==> src/rtl/pwm_capture.sv <==
// pwm_capture: measures high time and period of an asynchronous PWM input, in clock cycles.
// Latency: edges recognized SYNC_STAGES cycles after the pin (+FILT_LEN with filter); meas_valid follows the closing rise by 1 cycle.
// Backpressure: one-deep result register; a result arriving while meas_valid=1 and meas_ack=0 is dropped and sets sticky overrun.
//
// Optional glitch filter after the synchronizer: define PWM_CAPTURE_GLITCH_FILTER_EN.
// Counts are in cycles of the conditioned level. Every edge sees the same conditioning
// delay, so that delay does not change the measured values.

module pwm_capture #(
   parameter int unsigned      CNT_W       = 20,
   parameter int unsigned      SYNC_STAGES = 2,
   parameter logic [CNT_W-1:0] TIMEOUT     = {CNT_W{1'b1}},
   parameter int unsigned      FILT_LEN    = 4
) (
   input  logic             clock,
   input  logic             reset,
   input  logic             enable,
   input  logic             pwm_in,
   input  logic             meas_ack,
   output logic [CNT_W-1:0] high_count,
   output logic [CNT_W-1:0] period_count,
   output logic             meas_valid,
   output logic             overrun,
   output logic             timeout,
   output logic             no_signal
);

   typedef enum logic [1:0] {
      ST_IDLE = 2'd0,
      ST_ARM  = 2'd1,
      ST_HIGH = 2'd2,
      ST_LOW  = 2'd3
   } state_t;

   // Input conditioning.
   logic [SYNC_STAGES-1:0] sync_q, sync_d;
   logic                   pwm_s;
   logic                   lvl;
   logic                   lvl_q, lvl_d;
   logic                   rise, fall;

   // Measurement state.
   state_t                 state_q, state_d;
   logic [CNT_W-1:0]       cnt_q, cnt_d;
   logic [CNT_W-1:0]       cnt_inc;
   logic [CNT_W-1:0]       hi_lat_q, hi_lat_d;
   logic                   tmo_hit;
   logic                   publish;

   // Result and status registers.
   logic [CNT_W-1:0]       high_q, high_d;
   logic [CNT_W-1:0]       period_q, period_d;
   logic                   valid_q, valid_d;
   logic                   ovr_q, ovr_d;
   logic                   tmo_q, tmo_d;
   logic                   nosig_q, nosig_d;

   // Shift the raw pin into the synchronizer chain; the last stage is the usable level.
   always_comb begin
      sync_d = {sync_q[SYNC_STAGES-2:0], pwm_in};
   end

   assign pwm_s = sync_q[SYNC_STAGES-1];

`ifdef PWM_CAPTURE_GLITCH_FILTER_EN
   localparam int unsigned FC_W = (FILT_LEN > 1) ? $clog2(FILT_LEN) : 1;

   logic            filt_q, filt_d;
   logic [FC_W-1:0] fcnt_q, fcnt_d;

   // Follow pwm_s only once it has disagreed with the filtered level for FILT_LEN cycles in a row.
   always_comb begin
      filt_d = filt_q;
      fcnt_d = '0;
      if (pwm_s != filt_q) begin
         if (fcnt_q == FC_W'(FILT_LEN - 1)) begin
            filt_d = pwm_s;
         end else begin
            fcnt_d = fcnt_q + 1'b1;
         end
      end
   end

   // Filter state register.
   always_ff @(posedge clock) begin
      if (reset) begin
         filt_q <= 1'b0;
         fcnt_q <= '0;
      end else begin
         filt_q <= filt_d;
         fcnt_q <= fcnt_d;
      end
   end

   assign lvl = filt_q;
`else
   logic unused_filt_len;
   assign unused_filt_len = (FILT_LEN != 0);
   assign lvl             = pwm_s;
`endif

   // Edge detection against the previous cycle's conditioned level.
   always_comb begin
      lvl_d = lvl;
      rise  = lvl & ~lvl_q;
      fall  = ~lvl & lvl_q;
   end

   // Saturating run counter increment and timeout compare.
   always_comb begin
      cnt_inc = (cnt_q == {CNT_W{1'b1}}) ? cnt_q : cnt_q + 1'b1;
      tmo_hit = (cnt_q == TIMEOUT);
   end

   // Next-state logic: the rising edge that closes one period opens the next one.
   // Disable wins over timeout, timeout wins over edges.
   always_comb begin
      state_d  = state_q;
      cnt_d    = cnt_inc;
      hi_lat_d = hi_lat_q;
      publish  = 1'b0;
      tmo_d    = 1'b0;
      if (!enable) begin
         state_d = ST_IDLE;
         cnt_d   = '0;
      end else begin
         case (state_q)
            ST_IDLE: begin
               state_d = ST_ARM;
               cnt_d   = '0;
            end
            ST_ARM: begin
               if (tmo_hit) begin
                  tmo_d = 1'b1;
                  cnt_d = '0;
               end else if (rise) begin
                  // The edge cycle itself is the first high cycle.
                  state_d = ST_HIGH;
                  cnt_d   = CNT_W'(1);
               end
            end
            ST_HIGH: begin
               if (tmo_hit) begin
                  tmo_d   = 1'b1;
                  state_d = ST_ARM;
                  cnt_d   = '0;
               end else if (fall) begin
                  // cnt_q is exactly the number of high cycles since the rise.
                  hi_lat_d = cnt_q;
                  state_d  = ST_LOW;
               end
            end
            ST_LOW: begin
               if (tmo_hit) begin
                  tmo_d   = 1'b1;
                  state_d = ST_ARM;
                  cnt_d   = '0;
               end else if (rise) begin
                  publish = 1'b1;
                  state_d = ST_HIGH;
                  cnt_d   = CNT_W'(1);
               end
            end
            default: begin
               state_d = ST_IDLE;
               cnt_d   = '0;
            end
         endcase
      end
   end

   // Result handshake: load when empty or being acked this cycle, otherwise drop and flag overrun.
   always_comb begin
      high_d   = high_q;
      period_d = period_q;
      valid_d  = valid_q;
      ovr_d    = ovr_q;
      nosig_d  = nosig_q;
      if (publish) begin
         if (!valid_q || meas_ack) begin
            high_d   = hi_lat_q;
            period_d = cnt_q;
            valid_d  = 1'b1;
            nosig_d  = 1'b0;
         end else begin
            ovr_d = 1'b1;
         end
      end else if (meas_ack) begin
         valid_d = 1'b0;
      end
      if (tmo_d) begin
         nosig_d = 1'b1;
      end
   end

   // State, counter and result registers; reset discards any partial measurement.
   always_ff @(posedge clock) begin
      if (reset) begin
         sync_q   <= '0;
         lvl_q    <= 1'b0;
         state_q  <= ST_IDLE;
         cnt_q    <= '0;
         hi_lat_q <= '0;
         high_q   <= '0;
         period_q <= '0;
         valid_q  <= 1'b0;
         ovr_q    <= 1'b0;
         tmo_q    <= 1'b0;
         nosig_q  <= 1'b0;
      end else begin
         sync_q   <= sync_d;
         lvl_q    <= lvl_d;
         state_q  <= state_d;
         cnt_q    <= cnt_d;
         hi_lat_q <= hi_lat_d;
         high_q   <= high_d;
         period_q <= period_d;
         valid_q  <= valid_d;
         ovr_q    <= ovr_d;
         tmo_q    <= tmo_d;
         nosig_q  <= nosig_d;
      end
   end

   assign high_count   = high_q;
   assign period_count = period_q;
   assign meas_valid   = valid_q;
   assign overrun      = ovr_q;
   assign timeout      = tmo_q;
   assign no_signal    = nosig_q;

endmodule

==> config.mk <==
export PLATFORM = sky130hd
export DESIGN_NAME = pwm_capture
export DESIGN_NICKNAME = d
export VERILOG_FILES = /design/src/rtl/pwm_capture.sv
export SDC_FILE = /design/constraint.sdc
export NUM_CORES = 1
export LEC_CHECK = 0
export ABC_CLOCK_PERIOD_IN_PS = 2560
export CAP_MARGIN = 25
export CORE_AREA = 4 4 113 115
export CTS_CLUSTER_DIAMETER = 200
export DETAILED_ROUTE_END_ITERATION = 8
export DIE_AREA = 0 0 117 119
export GPL_TIMING_DRIVEN = 1
export PLACE_DENSITY = 0.56
export SLEW_MARGIN = 0
export SYNTH_ARGS = -nofsm -noshare
export SYNTH_HDL_FRONTEND = slang
export SYNTH_SLANG_ARGS = --single-unit
==> constraint.sdc <==
create_clock -name clock -period 2.56 [get_ports clock]
set_input_delay 0.384 -clock clock [delete_from_list [all_inputs] [get_ports clock]]
set_output_delay 0.384 -clock clock [all_outputs]
set_load 0.005 [all_outputs]
==> flow_summary.yaml, run 1 <==
floorplanning:
  die_x_um: 117
  pin_count: 49
  core-area_um2: 11810
  die_y_um: 119
  die_area_um2: 13920
  std_cell_rows: 40
  start_util_pct: 29.16
final_layout:
  seqCellArea_um2: 1782
  area.growth.synth_to_final_pct: 27.21
  antenna_cells: 0
  nets: 411
  fin_util_pct: 37.10
  fill_cells: 1217
  drive_gt1_share_pct: 6.585
  multi_input_area_um2: 1567
  stdcell_count: 557
detailed_routing:
  drt_wl_total_um: 7155
  drc: 0
  ant_nets: 0
  wire_per_inst_um: 12.85
  drt_iter0_markers: 201
  viasPerCell: 4.557
  vias: 2538
  drtPass1Iterations: 4
grt:
  grt_max_degree: 83
  grt_first_pass_wirelength_um: 12230
  grt_use_total_pct: 11.09
  grt_pass1_vias: 2522
  overflow: 0
  grt_antenna_before_repair: 0
clocking:
  cts_tree: "built"
  cts_setup_buffers: 0
  cts_hold_buffers: 0
  clock_sinks: 89
  cts_resized: 0
  clkTransAtPathRegs_ns: 0.06
  clock-root-buffer: "clkbuf_16"
  insertion_delay_ns: 0.33
  numCtsBuffers: 9
  htreeDepth: 3
  cts_buffer_depth: 2
worst_setup_path:
  critPathMaxStageDelay_ns: 0.63
  cp.arrival_ns: 2.43
  crit_fanout: 12
  cp-start-kind: "flip-flop"
  worstPathRequired_ns: 2.82
  critPathKind: "flip-flop to flip-flop"
  critPathTopFamily: "simple AND/OR/NAND/NOR gates"
  worstPathCellList: "ha_1 -> nand3_2 -> or4_4 -> o21ai_2 -> buf_4 -> mux2i_1"
  slowest_stage: "or4_4"
  cp-end-kind: "flip-flop"
  worst-path-buf-inv: 1
timing:
  setup_viol: 0
  hold_viol: 0
  rsz0062_at_grt: "false"
  slew_headroom_pct: 70.75
  fin_skew_ns: 0.005706
  setup_tns_ns: 0
  final.min_clock_period_ns: 2.167
  worst_slew_pin_slew_ns: 0.4378
  period_share_pct: 84.66
  maxSlewViolCount: 0
  max_freq_ghz: 0.4614
yosys:
  synth_seq_cells: 89
  synth.top_cell.area_share_pct: 51.73
  synth_edf_count: 0
  synth_top_area_cell: "dfxtp_1"
  avgSynthCellArea_um2: 9.676
  synth_cells: 356
  async_flop_share_pct: 0
  yosys.cell_types.count: 41
  synth_nets: 362
  synth_ff_type: "dfxtp_1"
  synth_area_um2: 3445
  synthTopCellsByCount: "dfxtp_1, nand2_1, mux2i_1"
  ys_seq_area_share_pct: 51.73
  ys_warn_count: 0
  synth_area_leaders: "dfxtp_1, mux2i_1, nand2_1"
  post-synth-top-count-cell: "dfxtp_1"
power:
  irDropWorstVdd_mv: 0.2455
  total_power_uw: 2646
  powerDensity_nw_per_um2: 603.8
  power.leakage_uw: 0.001505
job:
  cap_viol_max_count: 0
run_status:
  run_status: "complete, no violations"
worst_hold_path:
  hold_path_class: "flip-flop to flip-flop"
place:
  port_buffers: 48
  dp_cells: 541
  hpwl_um: 4989
  gp_congestion: 0.7250
## metal layers
layer / global-route usage (%) / wire length, um / part of all wire, % / up-vias
met5: 0 / 0 / 0 / -
met4: 5.806 / 103 / 1.4 / 0
met3: 2.337 / 300 / 4.2 / 7
met2: 16.50 / 3260 / 46 / 48
met1: 14.93 / 3491 / 49 / 1187
li1: - / - / - / 1296
## where the power goes
part / leakage, uW / internal (uW) / switching (uW) / total [uW]
clock network: 0.000133 / 710 / 504 / 1210
logic: 0.000655 / 13.2 / 27.3 / 40.6
registers: 0.000717 / 1390 / 2.73 / 1390
## path summary, 6_finish.rpt
check | startpoint | slack, ns | to | cells past startpoint
hold reg to reg | sync_q[0] | 0.44 | sync_q[1] | 1
setup / recovery | cnt_q[0] | 0.39 | high_count[12] | 6
setup reg to reg | cnt_q[0] | 0.39 | high_count[12] | 6
hold / removal | sync_q[0] | 0.44 | sync_q[1] | 1
## sequential cells by signal (all words and copies together), names as in the netlist
name / count
cnt_q: 20
hi_lat_q: 20
high_count: 20
lvl_q: 1
meas_valid: 1
no_signal: 1
overrun: 1
period_count: 20
state_q: 2
sync_q: 2
timeout: 1
## through the flow
step | instance area, um^2 | hold WS [ns] | setup slack [ns]
after floorplan | 3445 | 0.4138 | 0.6271
after global placement | 4105 | 0.4180 | 0.3454
after detailed placement | 4105 | 0.4231 | 0.3810
after CTS | 4382 | 0.4367 | 0.4010
after global routing | 4382 | 0.4738 | 0.2347
final | 4382 | 0.4382 | 0.3928
## final cells by class
| cell class | instances | share of cell area, % |
|---|---|---|
| clock buffer | 14 | 6.025 |
| inverter | 6 | 0.5140 |
| clock inverter | 2 | 0.2856 |
| timing repair buffer | 54 | 12.56 |
| multi-input combinational | 245 | 35.75 |
| tap | 147 | 4.198 |
| sequential | 89 | 40.66 |
## placed cells by master (no fill, tap or decap), drive strengths merged
| cell | count |
|---|---|
| ha | 1 |
| nand3 | 7 |
| nor2b | 4 |
| buf | 6 |
| inv | 6 |
| nand4 | 4 |
| clkbuf | 14 |
| xor2 | 1 |
| o31ai | 1 |
| or4 | 2 |
| mux2i | 60 |
| xnor2 | 14 |
| dfxtp | 89 |
| a211oi | 1 |
| and4 | 1 |
| nand2b | 2 |
| nor3b | 1 |
| a21oi | 4 |
| or3 | 4 |
| o21ai | 8 |
| a21boi | 2 |
| clkinvlp | 1 |
| and3 | 1 |
| clkinv | 1 |
| nand2 | 88 |
| nor2 | 23 |
| nor3 | 5 |
| and2 | 1 |
| a31o | 1 |
| a31oi | 1 |
| a211o | 1 |
| nand3b | 1 |
| clkdlybuf4s50 | 48 |
| o21a | 1 |
| nor4 | 5 |
## kinds of logic (layout without fill, tap and decap cells)
family	after synthesis	count (layout)	share of synthesized area (%)
simple gates	149	149	19.91
flops	89	89	51.73
compound gates	20	20	3.633
fa+ha+maj	1	1	0.3632
mux	60	60	17.44
xor+xnor	15	15	3.814
buf+inv	22	76	3.124
No activity file was read; power rests on OpenSTA's default activity.
==> run 2: changes to the inputs <==
--- a/config.mk
+++ b/config.mk
@@ -5,14 +5,14 @@
 export SDC_FILE = /design/constraint.sdc
 export NUM_CORES = 1
 export LEC_CHECK = 0
-export ABC_CLOCK_PERIOD_IN_PS = 2560
+export ABC_CLOCK_PERIOD_IN_PS = 1900
 export CAP_MARGIN = 25
 export CORE_AREA = 4 4 113 115
 export CTS_CLUSTER_DIAMETER = 200
 export DETAILED_ROUTE_END_ITERATION = 8
 export DIE_AREA = 0 0 117 119
 export GPL_TIMING_DRIVEN = 1
-export PLACE_DENSITY = 0.56
+export PLACE_DENSITY = 0.58
 export SLEW_MARGIN = 0
 export SYNTH_ARGS = -nofsm -noshare
 export SYNTH_HDL_FRONTEND = slang
==> constraint.sdc (replaced) <==
create_clock -name clock -period 1.9 [get_ports clock]
set_input_delay 0.285 -clock clock [delete_from_list [all_inputs] [get_ports clock]]
set_output_delay 0.285 -clock clock [all_outputs]
set_load 0.005 [all_outputs]
==> run 2 against run 1 <==
Power is 32% higher. Non-clock buffer count increased by 30. Largest cell class unchanged. Design area up 7.2%. Sequential share of layout area shrank 2.7 points. Clock skew rose by 0.0023 ns. Highest routed layer unchanged. Sequential cell count unchanged. Critical path type unchanged. Register-to-register slack worse by 0.34 ns.
==> flow_summary.yaml, run 2 (synthesized netlist as in run 1, its figures left out) <==
run_status:
  run_status: "complete, no violations"
grt:
  overflow: 0
  grt_pass1_vias: 2619
  grt_use_total_pct: 11.09
  grt_antenna_before_repair: 0
  grt_max_degree: 54
  grt_first_pass_wirelength_um: 12430
detailed_routing:
  vias: 2625
  drt_iter0_markers: 95
  drc: 0
  drtPass1Iterations: 4
  drt_wl_total_um: 7375
  viasPerCell: 4.472
  ant_nets: 0
  route.met2.wl_um: 3435
  wire_per_inst_um: 12.56
  top_layer: "met4"
  routed-wl-met3_um: 302
  wl_met1_um: 3505
timing:
  maxSlewViolCount: 0
  hold_ws_ns: 0.4448
  rsz0062_at_grt: "true"
  worst_slew_pin_slew_ns: 0.4291
  slew_headroom_pct: 71.17
  hold_viol: 0
  period_share_pct: 97.48
  fin_skew_ns: 0.007995
  final.min_clock_period_ns: 1.852
  setup_viol: 0
  max_freq_ghz: 0.5399
floorplanning:
  core-area_um2: 11810
  std_cell_rows: 40
  start_util_pct: 29.16
  die_area_um2: 13920
  die_x_um: 117
  pin_count: 49
  die_y_um: 119
final_layout:
  layout_common_cells: "nand2_1, dfxtp_1, mux2i_1"
  antenna_cells: 0
  stdcell_count: 587
  nets: 441
  area.growth.synth_to_final_pct: 36.32
  layout_commonest_cell: "nand2_1"
  fill_cells: 1198
  drive_gt1_share_pct: 14.32
worst_setup_path:
  cp-end-kind: "flip-flop"
  crit_fanout: 6
  cp-start-kind: "flip-flop"
  worstPathRequired_ns: 2.16
  critPathKind: "flip-flop to flip-flop"
  cp.arrival_ns: 2.12
clocking:
  htreeDepth: 3
  cts_hold_buffers: 0
  cts_buffer_depth: 2
  clock-root-buffer: "clkbuf_16"
  cts_tree: "built"
  numCtsBuffers: 9
  insertion_delay_ns: 0.33
  clkTransAtPathRegs_ns: 0.06
  clock_sinks: 89
place:
  port_buffers: 48
  gp_congestion: 0.7880
  dp_cells: 568
  hpwl_um: 5340
power:
  power.leakage_uw: 0.001671
  irDropWorstVdd_mv: 0.3499
  powerDensity_nw_per_um2: 746.2
job:
  cap_viol_max_count: 0
worst_hold_path:
  hold_path_class: "flip-flop to flip-flop"
[run 2: changes by cell type in the layout (fill, tap and decap cells not counted), moves of 2 or more]
cell        change
buf_4          +23
dfxtp_1         -2
buf_6           +2
buf_12          +4
clkbuf_8        -2
o21ai_4         +2
dfxtp_2         +2
clkinvlp_4      +2
[run 2: power by group]
part | internal [uW] | switching [uW] | leakage (uW)
clock | 881 | 682 | 0.000122
sequential | 1870 | 3.47 | 0.000718
combinational | 27.2 | 40.0 | 0.000831
[run 2: area by class of cell]
cell class / count / area [um^2] / area share (%)
clock inverter: 5 / 32.53 / 0.6928
multi-input combinational: 245 / 1609 / 34.27
sequential: 89 / 1784 / 38.00
timing repair buffer: 84 / 830.8 / 17.69
inverter: 6 / 22.52 / 0.4796
tap: 147 / 183.9 / 3.917
clock buffer: 11 / 232.7 / 4.956
[run 2: critical path, cell delays in order (launching register included)]
cell	delay [ns]
dfxtp_2	0.36
ha_4	0.16
nand3_4	0.08
or4_4	0.60
o21ai_4	0.20
buf_2	0.20
mux2i_1	0.18
[run 2: through the flow]
step	setup WS (ns)	power, uW	utilization, %	setup TNS, ns	area [um^2]
after floorplan	0.01269	1948	-	0	3455
after global placement	-0.04908	1981	36.98	-1.295	4368
after detailed placement	-0.06057	1982	36.98	-0.9902	4368
after CTS	0.007678	3553	39.23	0	4633
after global routing	-0.03011	3638	39.76	-0.1649	4696
final	0.04784	3504	39.76	0	4696
[run 2: per-layer routing]
| layer | track usage (%) | vias up |
|---|---|---|
| met2 | 17.03 | 41 |
| met1 | 14.51 | 1213 |
| met5 | 0 | - |
| met3 | 2.642 | 10 |
| met4 | 5.233 | 0 |
| li1 | - | 1361 |
[run 2: final timing paths]
path                  start            to  slack, ns  cells past startpoint
setup / recovery   cnt_q[1]  hi_lat_q[13]       0.05                      6
setup reg to reg   cnt_q[1]  hi_lat_q[13]       0.05                      6
hold reg to reg   sync_q[0]     sync_q[1]       0.44                      1
hold / removal    sync_q[0]     sync_q[1]       0.44                      1
[run 2: repair_timing]
action | in CTS | in global routing
pin swaps | 1 | 2
cloned | 0 | 1
resized for setup | 0 | 9
endpoints found under the setup margin | 16 | 51
buffers inserted | 0 | 2
